==> src/rtl/noise_generator_multichannel.sv <==
// Multi-channel SID-style noise source: per-channel phase accumulator whose STEP_BIT
// rising edge advances a long/short-tap Fibonacci LFSR; programmed via a register-write port.
module noise_generator_multichannel #(
    parameter int                   CHANNELS    = 4,
    parameter int                   LFSR_BITS   = 23,
    parameter int                   LONG_TAP    = 17,
    parameter int                   SHORT_TAP   = 16,
    parameter logic [LFSR_BITS-1:0] SEED        = 23'b01101110010010000101011,
    parameter int                   FREQ_BITS   = 16,
    parameter int                   ACCUM_BITS  = 24,
    parameter int                   STEP_BIT    = 19,
    parameter int                   OUTPUT_BITS = 12,
    localparam int                  CH_W        = (CHANNELS > 1) ? $clog2(CHANNELS) : 1
) (
    input  logic                            clk,
    input  logic                            rst,
    input  logic                            wr_en,
    input  logic [CH_W-1:0]                 wr_ch,
    input  logic [1:0]                      wr_addr,
    input  logic [31:0]                     wr_data,
    output logic [CHANNELS*OUTPUT_BITS-1:0] dout,
    output logic [CHANNELS-1:0]             step
);

    function automatic logic [7:0] f_map(input logic [LFSR_BITS-1:0] v);
        return {v[LFSR_BITS-1],  v[LFSR_BITS-3],  v[LFSR_BITS-7],  v[LFSR_BITS-10],
                v[LFSR_BITS-12], v[LFSR_BITS-16], v[LFSR_BITS-19], v[LFSR_BITS-21]};
    endfunction

    // A zero seed would lock the LFSR, so it is swapped for the default seed.
    logic [LFSR_BITS-1:0] w_seed_in;
    logic                 w_unused_data;
    assign w_seed_in     = (wr_data[LFSR_BITS-1:0] == '0) ? SEED : wr_data[LFSR_BITS-1:0];
    assign w_unused_data = ^wr_data;

    for (genvar c = 0; c < CHANNELS; c++) begin : g_ch
        logic [ACCUM_BITS-1:0] r_acc;
        logic [FREQ_BITS-1:0]  r_freq;
        logic                  r_short;
        logic                  r_hold;
        logic [LFSR_BITS-1:0]  r_seed;
        logic [LFSR_BITS-1:0]  r_lfsr;
        logic                  r_step;

        logic                  w_sel, w_wr_freq, w_wr_ctrl, w_wr_seed;
        logic                  w_hold, w_rise, w_fb;
        logic [ACCUM_BITS-1:0] w_sum;

        assign w_sel     = wr_en && (wr_ch == CH_W'(c));
        assign w_wr_freq = w_sel && (wr_addr == 2'd0);
        assign w_wr_ctrl = w_sel && (wr_addr == 2'd1);
        assign w_wr_seed = w_sel && (wr_addr == 2'd2);

        assign w_sum  = r_acc + ACCUM_BITS'(r_freq);
        assign w_rise = ~r_acc[STEP_BIT] & w_sum[STEP_BIT];
        // Setting hold takes effect on the write edge (beats a coincident step);
        // clearing it releases the channel one edge later.
        assign w_hold = r_hold | (w_wr_ctrl & wr_data[1]);
        assign w_fb   = r_lfsr[LFSR_BITS-1] ^ (r_short ? r_lfsr[SHORT_TAP] : r_lfsr[LONG_TAP]);

        always_ff @(posedge clk) begin
            if (rst) begin
                r_acc   <= '0;
                r_freq  <= '0;
                r_short <= 1'b0;
                r_hold  <= 1'b0;
                r_seed  <= SEED;
                r_lfsr  <= SEED;
                r_step  <= 1'b0;
            end else begin
                if (w_wr_freq) r_freq <= wr_data[FREQ_BITS-1:0];
                if (w_wr_ctrl) {r_hold, r_short} <= wr_data[1:0];
                if (w_wr_seed) r_seed <= w_seed_in;

                if (w_hold) begin
                    r_acc  <= '0;
                    r_lfsr <= w_wr_seed ? w_seed_in : r_seed;
                    r_step <= 1'b0;
                end else begin
                    r_acc <= w_sum;
                    if (w_wr_seed) begin
                        r_lfsr <= w_seed_in;
                        r_step <= 1'b0;
                    end else if (w_rise) begin
                        r_lfsr <= {r_lfsr[LFSR_BITS-2:0], w_fb};
                        r_step <= 1'b1;
                    end else begin
                        r_step <= 1'b0;
                    end
                end
            end
        end

        assign dout[c*OUTPUT_BITS +: OUTPUT_BITS] = OUTPUT_BITS'(f_map(r_lfsr)) << (OUTPUT_BITS - 8);
        assign step[c] = r_step;
    end

endmodule
==> config.mk <==
export PLATFORM = sky130hd
export DESIGN_NAME = noise_generator_multichannel
export DESIGN_NICKNAME = d
export VERILOG_FILES = /design/src/rtl/noise_generator_multichannel.sv
export SDC_FILE = /design/constraint.sdc
export NUM_CORES = 1
export LEC_CHECK = 0
export ABC_CLOCK_PERIOD_IN_PS = 3800
export CAP_MARGIN = 10
export CORE_MARGIN = 5
export CORE_UTILIZATION = 35
export DETAILED_ROUTE_END_ITERATION = 12
export DONT_BUFFER_PORTS = 1
export HOLD_SLACK_MARGIN = 0.06
export PLACE_DENSITY = 0.52
export SYNTH_ARGS = -nofsm -noshare
export SYNTH_HDL_FRONTEND = slang
export SYNTH_SLANG_ARGS = --single-unit
==> constraint.sdc <==
create_clock -name clk -period 3.8 [get_ports clk]
set_clock_uncertainty 0.1 [all_clocks]
set_input_delay 0.76 -clock clk [delete_from_list [all_inputs] [get_ports clk]]
set_output_delay 0.76 -clock clk [all_outputs]
set_load 0.005 [all_outputs]
Yosys cells after proc, flatten, opt, wreduce, memory -nomap -nowiden. Cells that the tools add are included.

Logic and storage cells: 113. Input bits: 39. Register bits: 356. Output and inout port bits: 52.

Multiplexer cells: 25. Reductions and logical operators: 31. Bitwise gates (word level): 20. Equality and inequality tests: 5. Add/sub/neg operators: 4.

Operator list (count): 23-bit two-way mux (17); 24-bit by 16-bit adder with 24-bit output (4); 23-bit logical NOT (1); 1-bit logical AND (16); 3-bit nonzero test (4); 3-bit OR reduction (4); 1-bit AND (8); 1-bit two-way mux (8); 2-bit OR reduction (4); 2-bit equality test, second input constant (3); 2-bit by 1-bit equality test with 1-bit output, second input constant (2); 2-bit logical NOT (2); 1-bit NOT (4); 1-bit OR (4); 1-bit XOR (4).

Depth between registers and ports, before layout.
Word-level depth: 6. Gate-level depth with buffers: 13. Gate-level depth less buffers: 12.

Worst setup path after synthesis. No wires, ideal clock.

Path type: register -> register. Start point: register g_ch[3].r_acc[6]. End point: register g_ch[3].r_lfsr[10]. Path slack: 0.618 ns. Required time: 3.578 ns. Arrival time: 2.960 ns. Stages on the path, launching flop included: 13. Buffers on the path: 1. Clock period less this slack: 3.182 ns. Setup time: 0.122 ns. Cell sequence: dfxtp_1 > ha_1 > a21o_1 > a21o_1 > a221o_1 > o311ai_2 > nor2_1 > o2111a_1 > ha_1 > nor3_2 > buf_2 > a21oi_1 > a221o_1.

Cells in the longest elaborated chain, start to end: 3.

Ends and longest elaborated chain: from (decl) (line 37) `logic [ACCUM_BITS-1:0] r_acc;`; from (signal assigned) (line 80) `r_acc <= w_sum;`; 24-bit by 16-bit adder with 24-bit output (line 54) `assign w_sum = r_acc + ACCUM_BITS'(r_freq);`; 1-bit AND (line 55) `assign w_rise = ~r_acc[STEP_BIT] & w_sum[STEP_BIT];`; net g_ch[3].w_rise (line 46) `logic w_hold, w_rise, w_fb;`; 3-bit nonzero test (no source line); to (signal assigned) (line 77) `r_lfsr <= w_wr_seed ? w_seed_in : r_seed;`; to (signal assigned) (line 82) `r_lfsr <= w_seed_in;`; to (signal assigned) (line 85) `r_lfsr <= {r_lfsr[LFSR_BITS-2:0], w_fb};`; to (decl) (line 42) `logic [LFSR_BITS-1:0] r_lfsr;`.

The timed path passes the listed nets, and every way through them passes these cells. A chain may end at the register's enable or synchronous reset.

Worst setup path after layout.
Start point: register g_ch[3].r_freq[6]. End point: register g_ch[3].r_lfsr[11].

Cells in the longest elaborated chain, start to end: 3.

Ends and longest elaborated chain: from (decl) (line 38) `logic [FREQ_BITS-1:0] r_freq;`; from (signal assigned) (line 71) `if (w_wr_freq) r_freq <= wr_data[FREQ_BITS-1:0];`; 24-bit by 16-bit adder with 24-bit output (line 54); 1-bit AND (line 55); net g_ch[3].w_rise (line 46); 3-bit nonzero test (no source line).

The timed path passes the listed nets, and every way through them passes these cells.

==> results.sh <==
export IMPL_syn_area_per_cell_um2=8.07
export IMPL_grt_ovfl_total=0
export IMPL_area_delta_synth_final_pct=9.43
export IMPL_ir_drop_v=0.000310
export IMPL_tightest_slew_ns=1.06
export IMPL_slowest_stage="or3_1"
export IMPL_route_vias_total=13500
export IMPL_slowest_delay_ns=0.65
export IMPL_floorplan_die_width_um=226
export IMPL_timing_reg2reg_setup_slack_ns=0.18
export IMPL_cap_violations=0
export IMPL_layout_nets=2056
export IMPL_htree_levels=2
export IMPL_synth_enable_flop_cells=0
export IMPL_post_synth_instance_area_mm2=0.0164
export IMPL_maxSlewHeadroom_pct=28.9
export IMPL_power_density_mw_per_mm2=440
export IMPL_synth_seq_area_share_pct=41.6
export IMPL_timing_final_max_slew_violations=0
export IMPL_core_area_mm2=0.0464
export IMPL_number_of_endpoints_with_negative_hold_slack_in_the_final_report=0
export IMPL_worstSetupPathType="register to register"
export IMPL_clk_root_buffer_cell="clkbuf_16"
export IMPL_ys_ff_latch=340
export IMPL_drt_pass1_iterations=5
export IMPL_detailed_place_hpwl_mm=29.2
export IMPL_synth_warnings=0
export IMPL_wl_per_cell_um=17.8
export IMPL_leak_pwr_nw=6.93
export IMPL_cp_arrival_ns=3.90
export IMPL_antenna_found_initial=0
export IMPL_initialDrtViolationCount=914
export IMPL_drt_total_wl_mm=45.9
export IMPL_most_common_layout_cells="nand2_1 (428), dfxtp_1 (340), a21oi_1 (287)"
export IMPL_crit_path_cell_trace="ha_1, a21o_1, a21o_1, a221o_1, o311ai_2, nor2_1, o2111a_1, ha_1, or3_1, nor2_1, a211oi_1"
export IMPL_worst_ep_required_ns=4.07
export IMPL_ant_nets=0
export IMPL_pin_count=91
export IMPL_tritoncts="done"
export IMPL_finalSetupViolations=0
export IMPL_diodes=0
export IMPL_grt_pass1_vias=12600
export IMPL_min_period_over_period_pct=95.3
export IMPL_die_area_mm2=0.0512
export IMPL_timing_critical_path_fanout_max=12
export IMPL_cp_num_buf_inv=0
export IMPL_syn_instance_count=2027
export IMPL_cts_hold_buffers_added=0
export IMPL_async_set_or_reset_flop_fraction_in_the_synthesized_netlist_pct=0
export IMPL_clock_sinks=340
export IMPL_outcome="completed"
export IMPL_finish_utilization_pct=38.6
export IMPL_viasPerCell=5.22
export IMPL_buffer_depth_of_the_longest_clock_path=3
export IMPL_io_buf_count=0
export IMPL_initial_core_util_pct=35.3
export IMPL_end_kind="register"
export IMPL_route_detailed_drc=0
export IMPL_place_congestion=0.814
export IMPL_ys_dominant_reg_cell="dfxtp_1"
export IMPL_die_height_um=226
export IMPL_critPathTopFamily="compound AO/OA/AOI/OAI gates"
export IMPL_setup_repair_after_global_routing_missed_its_margin="no"
export IMPL_layout_min_cycle_time_ns=3.62
export IMPL_clk_transition_reported_paths_ns=0.06
export IMPL_grt_max_degree=266
export IMPL_gr_usage_all_layers_pct=17.5
export IMPL_layout_commonest_cell="nand2_1"
export IMPL_drive_above_1_share_pct=8.46
export IMPL_worstHoldPathType="input port to register"
export IMPL_clock_latency_ns=0.53
export IMPL_number_of_buffers_inserted_during_clock_tree_synthesis=40
export IMPL_synth_distinct_cells=68
export IMPL_first_pass_grt_wire_length_mm=72.1
export IMPL_critical_path_startpoint_type="register"
export IMPL_fin_tns_setup_ns=0
export IMPL_fp_row_count=79
export IMPL_max_clock_freq_mhz=276
[flip-flops by register name, indices dropped and copies added, names as in the netlist]
name and cells:
g_ch.r_lfsr 92, g_ch.r_seed 92, g_ch.r_acc 80, g_ch.r_freq 64, g_ch.r_hold 4, g_ch.r_short 4, g_ch.r_step 4
[layer usage]
metal	GRT usage, %	vias up	share of wire [%]
li1	-	6754	-
met1	25.3	6384	48
met2	26.9	274	43
met3	3.50	63	6.0
met4	4.62	0	2.4
met5	0	-	0
[final cells by class]
| type | count | area, um^2 |
|---|---|---|
| clock inverters | 11 | 130 |
| multi-input cells | 1503 | 8640 |
| fillers | 4652 | 28500 |
| repair buffers | 36 | 308 |
| well taps | 607 | 759 |
| inverters | 24 | 90.1 |
| clock buffers | 60 | 1170 |
| flip-flops and latches | 340 | 6810 |
[kinds of logic after synthesis]
logic type      Yosys count  synth area share (%)
simple gates            794                  21.4
compound gates          522                  19.5
flops                   340                  41.6
buf+inv                 199                  6.20
fa+ha+maj                72                  5.69
xor+xnor                 57                  3.05
mux                      42                  2.57
other cells               1                0.0229
[cells in the mapped netlist, types with 34 or more instances]
cell type / instances / area share (%)
nand2_1: 428 / 9.8
dfxtp_1: 340 / 42
a21oi_1: 287 / 8.8
nor2_1: 164 / 3.8
clkbuf_1: 77 / 1.8
o21ai_0: 70 / 2.1
ha_1: 68 / 5.2
buf_4: 59 / 2.7
nand3_1: 53 / 1.6
or2_2: 46 / 1.8
a221o_1: 45 / 2.8
mux2i_1: 42 / 2.6
buf_2: 36 / 1.1
xor2_1: 34 / 1.8
[worst reg2reg max path, cell delays in order, from the launching register on]
cell and delay, ns:
dfxtp_1 0.31, ha_1 0.33, a21o_1 0.21, a21o_1 0.18, a221o_1 0.35, o311ai_2 0.40, nor2_1 0.11, o2111a_1 0.26
ha_1 0.32, or3_1 0.65, nor2_1 0.18, a211oi_1 0.07
[worst paths after layout]
path | startpoint | endpoint | depth (start not counted)
worst min-delay path | rst | g_ch[0].r_freq[10]$_SDFFE_PP0P_ | 1
worst max-delay path | g_ch[3].r_freq[6]$_SDFFE_PP0P_ | g_ch[3].r_lfsr[11]$_SDFFE_PP0P_ | 11
worst max register to register | g_ch[3].r_freq[6]$_SDFFE_PP0P_ | g_ch[3].r_lfsr[11]$_SDFFE_PP0P_ | 11
worst min register to register | g_ch[0].r_lfsr[14]$_SDFFE_PP0P_ | g_ch[0].r_lfsr[14]$_SDFFE_PP0P_ | 2
[power by group]
part           switching [mW]  internal [mW]
Clock                    1.52           2.32
Sequential             0.0476           3.63
Combinational           0.212          0.136
[per-stage QoR]
step                      cell area (um^2)  setup WS (ns)  power [mW]  instances  hold slack [ns]
after floorplan                      16400          0.618        4.09       2042            0.331
after global placement               16600          0.264        4.10       2510            0.339
after detailed placement             16600          0.214        4.11       2510            0.343
after CTS                            17900          0.189        7.97       2581            0.203
after global routing                 17900         0.0218        8.16       2581            0.194
final                                17900          0.178        7.87       2581            0.197
[what timing repair did]
item                                    CTS  global route
resized for setup                         0             2
hold endpoints to repair                  0             0
endpoints found under the setup margin    0            20
setup buffers                             0             0
No activity file was read; power rests on OpenSTA's default activity.
